==> src/rtl/unpool_upsampler.sv <==
// unpool_upsampler: 2x2 nearest-neighbour unpooling of a row-major pooled pixel stream.
module unpool_upsampler #(
  parameter int DATA_W = 15,
  parameter int W_IN = 8,
  parameter int H_IN = 8
) (
  input  logic              clk,
  input  logic              rst,
  input  logic [DATA_W-1:0] in_data,
  input  logic              in_valid,
  output logic              in_ready,
  output logic [DATA_W-1:0] out_data,
  output logic              out_valid,
  input  logic              out_ready,
  output logic              out_sof,
  output logic              out_eol,
  output logic              out_eof
);
  localparam int CW = W_IN > 1 ? $clog2(W_IN) : 1;
  localparam int RW = H_IN > 1 ? $clog2(H_IN) : 1;
  localparam logic [CW-1:0] LAST_C = CW'(W_IN - 1);
  localparam logic [RW-1:0] LAST_R = RW'(H_IN - 1);
  typedef enum logic {FILL, REPLAY} state_t;
  state_t state, state_n;
  logic [CW-1:0] col, col_n, wcol;
  logic [RW-1:0] row, row_n;
  logic dup, dup_n, vld, vld_n;
  logic [DATA_W-1:0] data_r;
  logic [DATA_W-1:0] rowbuf [W_IN];
  logic fill, last_c, last_r, xfer, acc;
  assign fill = state == FILL;
  assign last_c = col == LAST_C;
  assign last_r = row == LAST_R;
  assign out_valid = !fill | vld;
  assign out_data = fill ? data_r : rowbuf[col];
  assign xfer = out_valid & out_ready;
  // the last column of a FILL row must hand over to REPLAY before taking new input
  assign in_ready = fill & (!vld | (out_ready & dup & !last_c));
  assign acc = in_valid & in_ready;
  assign wcol = vld ? col + 1'b1 : col;
  assign out_sof = out_valid & fill & row == '0 & col == '0 & !dup;
  assign out_eol = out_valid & last_c & dup;
  assign out_eof = out_eol & !fill & last_r;
  always_comb begin
    state_n = state;
    col_n = col;
    row_n = row;
    dup_n = dup;
    vld_n = vld & !(xfer & dup);
    if (xfer) begin
      dup_n = !dup;
      if (dup) begin
        col_n = last_c ? '0 : col + 1'b1;
        state_n = last_c ? (fill ? REPLAY : FILL) : state;
        row_n = (last_c & !fill) ? (last_r ? '0 : row + 1'b1) : row;
      end
    end
    if (acc) begin
      vld_n = 1'b1;
      dup_n = 1'b0;
    end
  end
  always_ff @(posedge clk) begin
    if (rst) begin
      state <= FILL;
      col <= '0;
      row <= '0;
      dup <= 1'b0;
      vld <= 1'b0;
      data_r <= '0;
    end else begin
      state <= state_n;
      col <= col_n;
      row <= row_n;
      dup <= dup_n;
      vld <= vld_n;
      if (acc) data_r <= in_data;
    end
  end
  always_ff @(posedge clk) begin
    if (acc) rowbuf[wcol] <= in_data;
  end
endmodule
==> config.mk <==
export PLATFORM = sky130hd
export DESIGN_NAME = unpool_upsampler
export DESIGN_NICKNAME = d
export VERILOG_FILES = /design/src/rtl/unpool_upsampler.sv
export SDC_FILE = /design/constraint.sdc
export NUM_CORES = 1
export LEC_CHECK = 0
export ABC_AREA = 1
export BUFFER_PORTS_ARGS = -buffer_cell sky130_fd_sc_hd__buf_2
export CAP_MARGIN = 15
export CORE_ASPECT_RATIO = 0.75
export CORE_MARGIN = 2
export CORE_UTILIZATION = 35
export DETAILED_ROUTE_END_ITERATION = 10
export PLACE_DENSITY = 0.5
export SLEW_MARGIN = 40
export SYNTH_ARGS = -nofsm -noshare
export SYNTH_HDL_FRONTEND = slang
export SYNTH_SLANG_ARGS = --single-unit
==> constraint.sdc <==
create_clock -name clk -period 2.4 [get_ports clk]
set_clock_uncertainty 0.1 [all_clocks]
set_input_delay 0.24 -clock clk [delete_from_list [all_inputs] [get_ports clk]]
set_output_delay 0.24 -clock clk [all_outputs]
set_load 0.005 [all_outputs]
==> results.cfg, run 1 <==
[run_status]
run_status = completed

[routing]
final_antenna_net_count = 0
remaining_drc_errors = 0
drtIter0Drc = 292
via_per_inst = 4.59
vias = 4621
drt-pass1-iter-count = 4
routed_wl_um = 16000
post_drt_wl_per_cell_um = 15.9

[worst_hold_path]
min_path_type = input port to register
whs_path_depth = 1

[placed_design]
dp_hpwl_um = 10100
placed_cell_area_um2 = 7070
dp.cells = 974
place_ws_ps = 343
portBuffers = 38
gp_congestion = 0.831

[clock_network]
post_cts_buffers = 0
clk_latency_ps = 420
cts.htree.levels = 4
numCtsBuffers = 17
clockBufferDepth = 2
cts_tree = yes
clock_sinks = 147
cts_root_buf = clkbuf_16
clkTransAtPathRegs_ps = 60

[logic_synthesis]
synth_compound_area_share_pct = 0.987
synth_area_um2 = 6590
ys_async_sr_fraction_pct = 0
ys.warnings.count = 0
synth_seq_cells = 147
netlist_top_cells_area = edfxtp_1 (55%), nand2_1 (13%), dfxtp_1 (8.2%), nand3_1 (7.1%), inv_1 (6.9%)
synth_top_family_by_area = simple AND/OR/NAND/NOR gates
synth_edf_count = 120
yosysSeqAreaShare_pct = 62.9
syn_nets = 727
yosys.area.top_type = edfxtp_1
synth_cells = 702
synthSimpleGateAreaFrac_pct = 24.4
yosys.area_share.adder_pct = 1.14
synth-xor-area-share_pct = 0.512
syn_area_per_cell_um2 = 9.39
synth.top_cell.area_share_pct = 54.7
muxShareOfSynthArea_pct = 0
synth_ff_type = edfxtp_1
synth_cell_types = 31

[floorplan]
start_util_pct = 35.7
num_rows = 43
die_h_um = 123
ios = 39
coreArea_um2 = 18500
die_area_um2 = 20000
die_width_um = 162

[setup_path]
critical_path_arrival_ps = 1850
cp_max_fo = 20
start_kind = register
path_class = register to output pin
cp_cell_sequence = inv_4 -> buf_6 -> nand2_1 -> nand2_1 -> nand2_1 -> nand3_1 -> nand3_1 -> nand2_1 -> buf_2
required_ps = 2060
critPathCaptureType = output pin
max_stage_delay_ps = 410
critPathBufInv = 3
critPathMostFrequentCell = nand2_1
critPathSlowestCell = dfxtp_4
critPathTopFamily = buffers and inverters
worstRegToRegCells = 8
crit_cells = 9

[layout]
drive_gt1_share_pct = 12.9
final_net_count = 772
fill_cells = 1798
layout.area.seq_um2 = 4150
stdcell_area_um2 = 7660
multiInputGateArea_um2 = 1780
fin_cells = 1007
antenna_cells = 0
area_growth_pct = 16.2
fin_util_pct = 41.5

[timing]
fin_ws_ps = 207
hold_viol_final = 0
maxSlewViolCount = 0
final.min_clock_period_ps = 2190
worst_pin_slew_ps = 632
setup_viol = 0
fmax_mhz = 456
layout_worst_path_cycle_share_pct = 91.4
relSlewSlack_pct = 57.8
tns_ps = 0
rsz0062_at_grt = false
whs_ps = 43.5

[grt]
antenna_found_initial = 0
grt_pass1_vias = 4510
grt_usage_pct = 17.0
grt_pass1_wl_um = 24900
grt_overflow = 0
grt_max_degree = 49

[flow_run]
drv_cap = 0

[power]
peakVddDrop_mv = 0.438
p_total_mw = 5.78
p_leak_nw = 3.39
power_density_nw_per_um2 = 754
## repair_timing
item	CTS	global route
resized for setup	0	2
hold endpoints to repair	1	0
endpoints found under the setup margin	0	9
hold buffers	1	0
## per-layer routing
metal | part of all wire [%] | routed length (um) | up-vias | track usage [%]
li1 | - | - | 2312 | -
met5 | 0 | 0 | - | 0
met2 | 46 | 7330 | 97 | 27.1
met4 | 1.1 | 170 | 0 | 5.09
met1 | 49 | 7900 | 2198 | 23.3
met3 | 3.8 | 611 | 14 | 3.92
## area by class of cell
class	instances	area share [%]
clock buffer	19	5.65
clock inverter	13	1.86
inverter	124	6.14
multi-input combinational	398	23.2
sequential	147	54.1
tap	247	4.03
timing repair buffer	59	4.95
## cells in the final DEF (no fill, tap or decap), types with 2 or more instances in the layout
cell type / netlist / final
nand2_1: 221 / 221
inv_1: 122 / 122
edfxtp_1: 120 / 120
nand3_1: 94 / 94
nor2_1: 44 / 44
buf_2: 13 / 38
dfxtp_1: 27 / 26
clkbuf_16: 0 / 17
buf_4: 9 / 17
nand4_1: 9 / 9
ha_1: 6 / 6
clkinv_2: 0 / 6
a21oi_1: 5 / 5
o21ai_1: 4 / 4
bufinv_16: 0 / 3
inv_4: 2 / 2
nor2_2: 2 / 2
clkinvlp_4: 0 / 2
clkbuf_1: 5 / 2
clkinv_1: 0 / 2
buf_12: 0 / 2
## cell usage after synthesis, types with 3 or more instances
| master | instances |
|---|---|
| ha_1 | 6 |
| a21oi_1 | 5 |
| edfxtp_1 | 120 |
| buf_4 | 9 |
| buf_2 | 13 |
| nand3_1 | 94 |
| dfxtp_1 | 27 |
| nand2_1 | 221 |
| inv_1 | 122 |
| nand4_1 | 9 |
| o21ai_1 | 4 |
| nor2_1 | 44 |
| clkbuf_1 | 5 |
| buf_6 | 3 |
## flip-flops by register name, summed over array words and instances (netlist names), named ones only
register and flops:
dup 1, state 1, vld 1, rowbuf 120, data_r 15, col 3
row 3
## cells by family after synthesis
logic type | after synthesis
AOI/OAI and AO/OA | 12
xor gates and xnor gates | 3
adders and majority gates | 6
buffers and inverters | 157
DFF | 147
and+or+nand+nor | 377
## power breakdown
group | leakage (nW) | internal, mW | switching [mW]
combinational | 1.79 | 0.103 | 0.200
clock | 0.281 | 1.61 | 1.01
sequential | 1.31 | 2.83 | 0.0272
## final timing paths
path / startpoint / to / slack [ps]
worst min-delay path: in_data[5] / rowbuf[7][5]$_DFFE_PP_ / 40
worst min register to register: row[2]$_SDFFE_PP0P_ / row[2]$_SDFFE_PP0P_ / 390
worst max register to register: col[0]$_SDFFE_PP0P_ / rowbuf[0][14]$_DFFE_PP_ / 310
worst max-delay path: register / out_data[6] / 210
(Power assumes the default switching activity.)
==> run 2: changes to the inputs <==
PLACE_DENSITY = 0.48   (was 0.5)
clock period = 2.75 ns   (was 2.4 ns; I/O delays follow)
==> results.cfg, run 2 (synthesis results as in run 1) <==
[grt]
grt_max_degree = 61
grt_pass1_vias = 4525
antenna_found_initial = 0
grt_usage_pct = 17.4
grt_pass1_wl_um = 25400
grt_overflow = 0

[placed_design]
gp_congestion = 0.848
place_ws_ps = 704
dp.cells = 972
placed_cell_area_um2 = 7030
portBuffers = 38
dp_hpwl_um = 10600

[layout]
fill_cells = 1819
fin_util_pct = 41.3
final_cell_mix = nand2_1 (221), inv_1 (122), edfxtp_1 (120)
final_common_cell = nand2_1
largest_reg_flops = 120
area_growth_pct = 15.6
top_register = rowbuf
reg.largest.list = rowbuf (120), data_r (15)
fin_cells = 1005
stdcell_area_um2 = 7620
final_net_count = 770
antenna_cells = 0
drive_gt1_share_pct = 12.8

[setup_path]
endpoint = out_data[1]
start_kind = register
ff2ff_setup_slack_ps = 670
required_ps = 2380
critPathCaptureType = output pin
critical_path_arrival_ps = 1990
cp_max_fo = 16
regToRegEndpoint = rowbuf[5][1]$_DFFE_PP_
path_class = register to output pin
r2r_start = col[0]$_SDFFE_PP0P_
worstRegToRegCells = 8

[routing]
drtIter0Drc = 264
final_antenna_net_count = 0
remaining_drc_errors = 0
drt-pass1-iter-count = 5
vias = 4629
routed_wl_um = 16300
via_per_inst = 4.61
post_drt_wl_per_cell_um = 16.3

[worst_hold_path]
min_path_type = input port to register

[clock_network]
numCtsBuffers = 17
clockBufferDepth = 2
cts_tree = yes
clk_latency_ps = 410
cts.htree.levels = 4
clkTransAtPathRegs_ps = 60
cts_root_buf = clkbuf_16
clock_sinks = 147

[timing]
fin_ws_ps = 383
maxSlewViolCount = 0
tns_ps = 0
relSlewSlack_pct = 57.4
layout_worst_path_cycle_share_pct = 86.1
setup_viol = 0
worst_pin_slew_ps = 640
whs_ps = 90.3
final.min_clock_period_ps = 2370
fmax_mhz = 422
rsz0062_at_grt = false
hold_viol_final = 0

[floorplan]
die_h_um = 123
coreArea_um2 = 18500
die_width_um = 162
num_rows = 43
ios = 39
die_area_um2 = 20000
start_util_pct = 35.7

[run_status]
run_status = completed

[power]
p_leak_nw = 3.37
peakVddDrop_mv = 0.393
power_density_nw_per_um2 = 660
p_total_mw = 5.03

[flow_run]
drv_cap = 0
run 2: how the worst min path moves through the flow:
stage	endpoint	depth (start not counted)	startpoint
after global routing	rowbuf[6][2]$_DFFE_PP_	1	in_data[2]
final	rowbuf[6][2]$_DFFE_PP_	1	in_data[2]
after CTS	rowbuf[5][2]$_DFFE_PP_	1	in_data[2]
after detailed placement	vld$_SDFF_PP0_	2	rst
after global placement	vld$_SDFF_PP0_	2	rst
after floorplan	vld$_SDFF_PP0_	1	rst
run 2: power breakdown:
group | leakage (nW) | internal, mW | total (mW) | switching, mW
registers | 1.31 | 2.47 | 2.49 | 0.0237
clock network | 0.287 | 1.40 | 2.27 | 0.870
logic | 1.78 | 0.0885 | 0.267 | 0.179
total | 3.37 | 3.96 | 5.03 | 1.07
run 2: critical path: stages (launching register included):
cell	delay, ps
dfxtp_1	300
buf_4	200
inv_1	460
nand3_1	220
nand3_1	110
nand2_1	110
buf_2	160
run 2: routing by layer:
metal	GRT usage [%]	vias to the layer above	wire, um
li1	-	2313	-
met1	22.3	2213	7610
met2	29.5	93	7630
met3	3.58	10	914
met4	5.75	0	187
met5	0	-	0
run 2: what timing repair did:
action                                 CTS  global route
endpoints found under the hold margin    1             0
setup buffers                            0             0
hold buffers                             1             0
resized for setup                        0             0
run 2: area by class of cell:
type / count / area, um^2 / area share, %
clock inverter: 9 / 105 / 1.38
multi-input combinational: 398 / 1780 / 23.4
sequential: 147 / 4150 / 54.4
timing repair buffer: 57 / 335 / 4.40
tap: 247 / 309 / 4.05
inverter: 124 / 470 / 6.17
clock buffer: 23 / 478 / 6.27
==> run 3: changes to the inputs <==
ABC_AREA = default   (was 1)
REMOVE_ABC_BUFFERS = 1   (was default)
==> results.cfg, run 3 <==
[floorplan]
ios = 39
num_rows = 41
die_h_um = 118
start_util_pct = 35.9
coreArea_um2 = 16900
die_width_um = 156
die_area_um2 = 18400

[logic_synthesis]
yosysSeqAreaShare_pct = 68.4
synth_cell_types = 34
ys_async_sr_fraction_pct = 0
synth_ff_type = edfxtp_1
ys.warnings.count = 0
syn_area_per_cell_um2 = 14.0
synth.top_cell.area_share_pct = 59.5
synth_common_cells = edfxtp_1 (120), mux2i_1 (61), a22oi_1 (33), nand3_1 (33), dfxtp_1 (27)
synth_cells = 434
synth_seq_cells = 147
yosys.area.top_type = edfxtp_1
synth_area_um2 = 6060
yosysMostFrequentCell = edfxtp_1
synth_edf_count = 120
netlist_top_cells_area = edfxtp_1 (59%), mux2i_1 (10%), dfxtp_1 (8.9%), a22oi_1 (4.1%), nand3_1 (2.7%)

[clock_network]
cts_tree = yes
clk_latency_ps = 420
clockBufferDepth = 2
cts.htree.levels = 4
post_cts_buffers = 0
cts_root_buf = clkbuf_16
clock_sinks = 147
numCtsBuffers = 17
clkTransAtPathRegs_ps = 50

[setup_path]
worstRegToRegCells = 7
max_stage_delay_ps = 360
ff2ff_setup_slack_ps = 570
crit_start = col[0]$_SDFFE_PP0P_
critPathCaptureType = output pin
endpoint = in_ready
critPathTopFamily = buffers and inverters
crit_cells = 6
critPathSlowestCell = dfxtp_1
critical_path_arrival_ps = 2080
start_kind = register
required_ps = 2380
r2r_start = col[1]$_SDFFE_PP0P_
cp_max_fo = 20
regToRegEndpoint = rowbuf[3][9]$_DFFE_PP_
path_class = register to output pin
critPathBufInv = 2
cp_cell_sequence = ha_1 -> and2_4 -> o21ai_4 -> buf_4 -> nor2b_1 -> buf_2

[layout]
layout.area.seq_um2 = 4150
antenna_cells = 0
stdcell_area_um2 = 7160
fin_cells = 716
final_common_cell = edfxtp_1
area_growth_pct = 18.3
fill_cells = 1553
final_cell_mix = edfxtp_1 (120), mux2i_1 (61), buf_2 (38)
multiInputGateArea_um2 = 1700
drive_gt1_share_pct = 18.8
largest_reg_flops = 120
top_register = rowbuf
reg.largest.list = rowbuf (120), data_r (15)
final_net_count = 513

[timing]
setup_viol = 0
final.min_clock_period_ps = 2450
layout_worst_path_cycle_share_pct = 89.1
tns_ps = 0
whs_ps = 47.3
worst_pin_slew_ps = 702
maxSlewViolCount = 0
fmax_mhz = 408
rsz0062_at_grt = false
relSlewSlack_pct = 53.0
hold_viol_final = 0
fin_ws_ps = 299

[grt]
grt_usage_pct = 16.2
grt_pass1_wl_um = 21700
antenna_found_initial = 0
grt_overflow = 0
grt_pass1_vias = 3583
grt_max_degree = 38

[placed_design]
gp_congestion = 0.754
placed_cell_area_um2 = 6580
portBuffers = 38
dp_hpwl_um = 8480
place_ws_ps = 583
dp.cells = 683

[flow_run]
drv_cap = 0

[power]
peakVddDrop_mv = 0.385
power_density_nw_per_um2 = 683
p_leak_nw = 2.41

[routing]
remaining_drc_errors = 0
vias = 3604
drtIter0Drc = 298
final_antenna_net_count = 0
routed_wl_um = 14000
post_drt_wl_per_cell_um = 19.5
via_per_inst = 5.03
drt-pass1-iter-count = 4

[run_status]
run_status = completed

[worst_hold_path]
min_path_type = input port to register
## run 3: changes by cell type in the layout (fill, tap and decap cells not counted), sizes merged, moves of 17 or more
cell and change:
inv -101, a21oi +17, nor2 -28, mux2i +61
nand2 -216, a22oi +33, nand3 -62
## run 3: worst min path at each step
stage,startpoint,to,slack [ps],depth (start not counted)
6_report,in_data[2],rowbuf[2][2]$_DFFE_PP_,50,1
2_1_floorplan,rst,row[1]$_SDFFE_PP0P_,240,1
4_1_cts,in_data[2],rowbuf[2][2]$_DFFE_PP_,20,1
3_3_place_gp,row[1]$_SDFFE_PP0P_,row[1]$_SDFFE_PP0P_,370,2
3_5_place_dp,row[1]$_SDFFE_PP0P_,row[1]$_SDFFE_PP0P_,380,2
5_1_grt,in_data[2],rowbuf[2][2]$_DFFE_PP_,50,1
## run 3: kinds of logic (layout without fill, tap and decap cells)
logic type	count (synthesis)	in the layout	synth area share [%]
xor+xnor	2	2	0.289
flops	147	147	68.4
buf+inv	50	117	3.49
compound gates	93	93	10.1
mux	61	61	10.1
simple gates	75	75	6.38
fa+ha+maj	6	6	1.24
## run 3: final cells by class
type / count / share of cell area [%]
Sequential cell: 147 / 57.9
Multi-Input combinational cell: 237 / 23.8
Clock inverter: 5 / 0.681
Timing Repair Buffer: 62 / 5.38
Inverter: 23 / 1.21
Clock buffer: 27 / 7.30
Tap cell: 215 / 3.75
## run 3: repair_timing
item / 4_1_cts / 5_1_grt
hold endpoints to repair: 1 / 0
hold buffers: 1 / 0
resized for setup: 0 / 0
## run 3: power breakdown
group / switching (mW) / internal (mW) / total, mW
combinational: 0.133 / 0.0727 / 0.206
clock: 0.841 / 1.38 / 2.22
sequential: 0.0164 / 2.45 / 2.47
## run 3: per-stage QoR
stage               power [mW]  utilization [%]
floorplan                 2.61                -
global route              5.07             42.4
detailed placement        2.72             39.0
global placement          2.71             39.0
CTS                       4.96             42.4
finish                    4.89             42.4
## run 3: worst reg2reg max path, cell delays in order, from the launching register on
cell	delay, ps
dfxtp_1	390
inv_1	100
ha_1	370
nand3b_1	90
o21ai_0	130
a2bb2oi_1	140
nor2_1	220
buf_4	320
## run 3: layer usage
layer,vias to the layer above,share of wire (%),global-route usage (%)
li1,1742,-,-
met1,1808,50,22.7
met2,45,47,24.8
met3,9,2.7,4.53
met4,0,0.79,4.47
met5,-,0,0
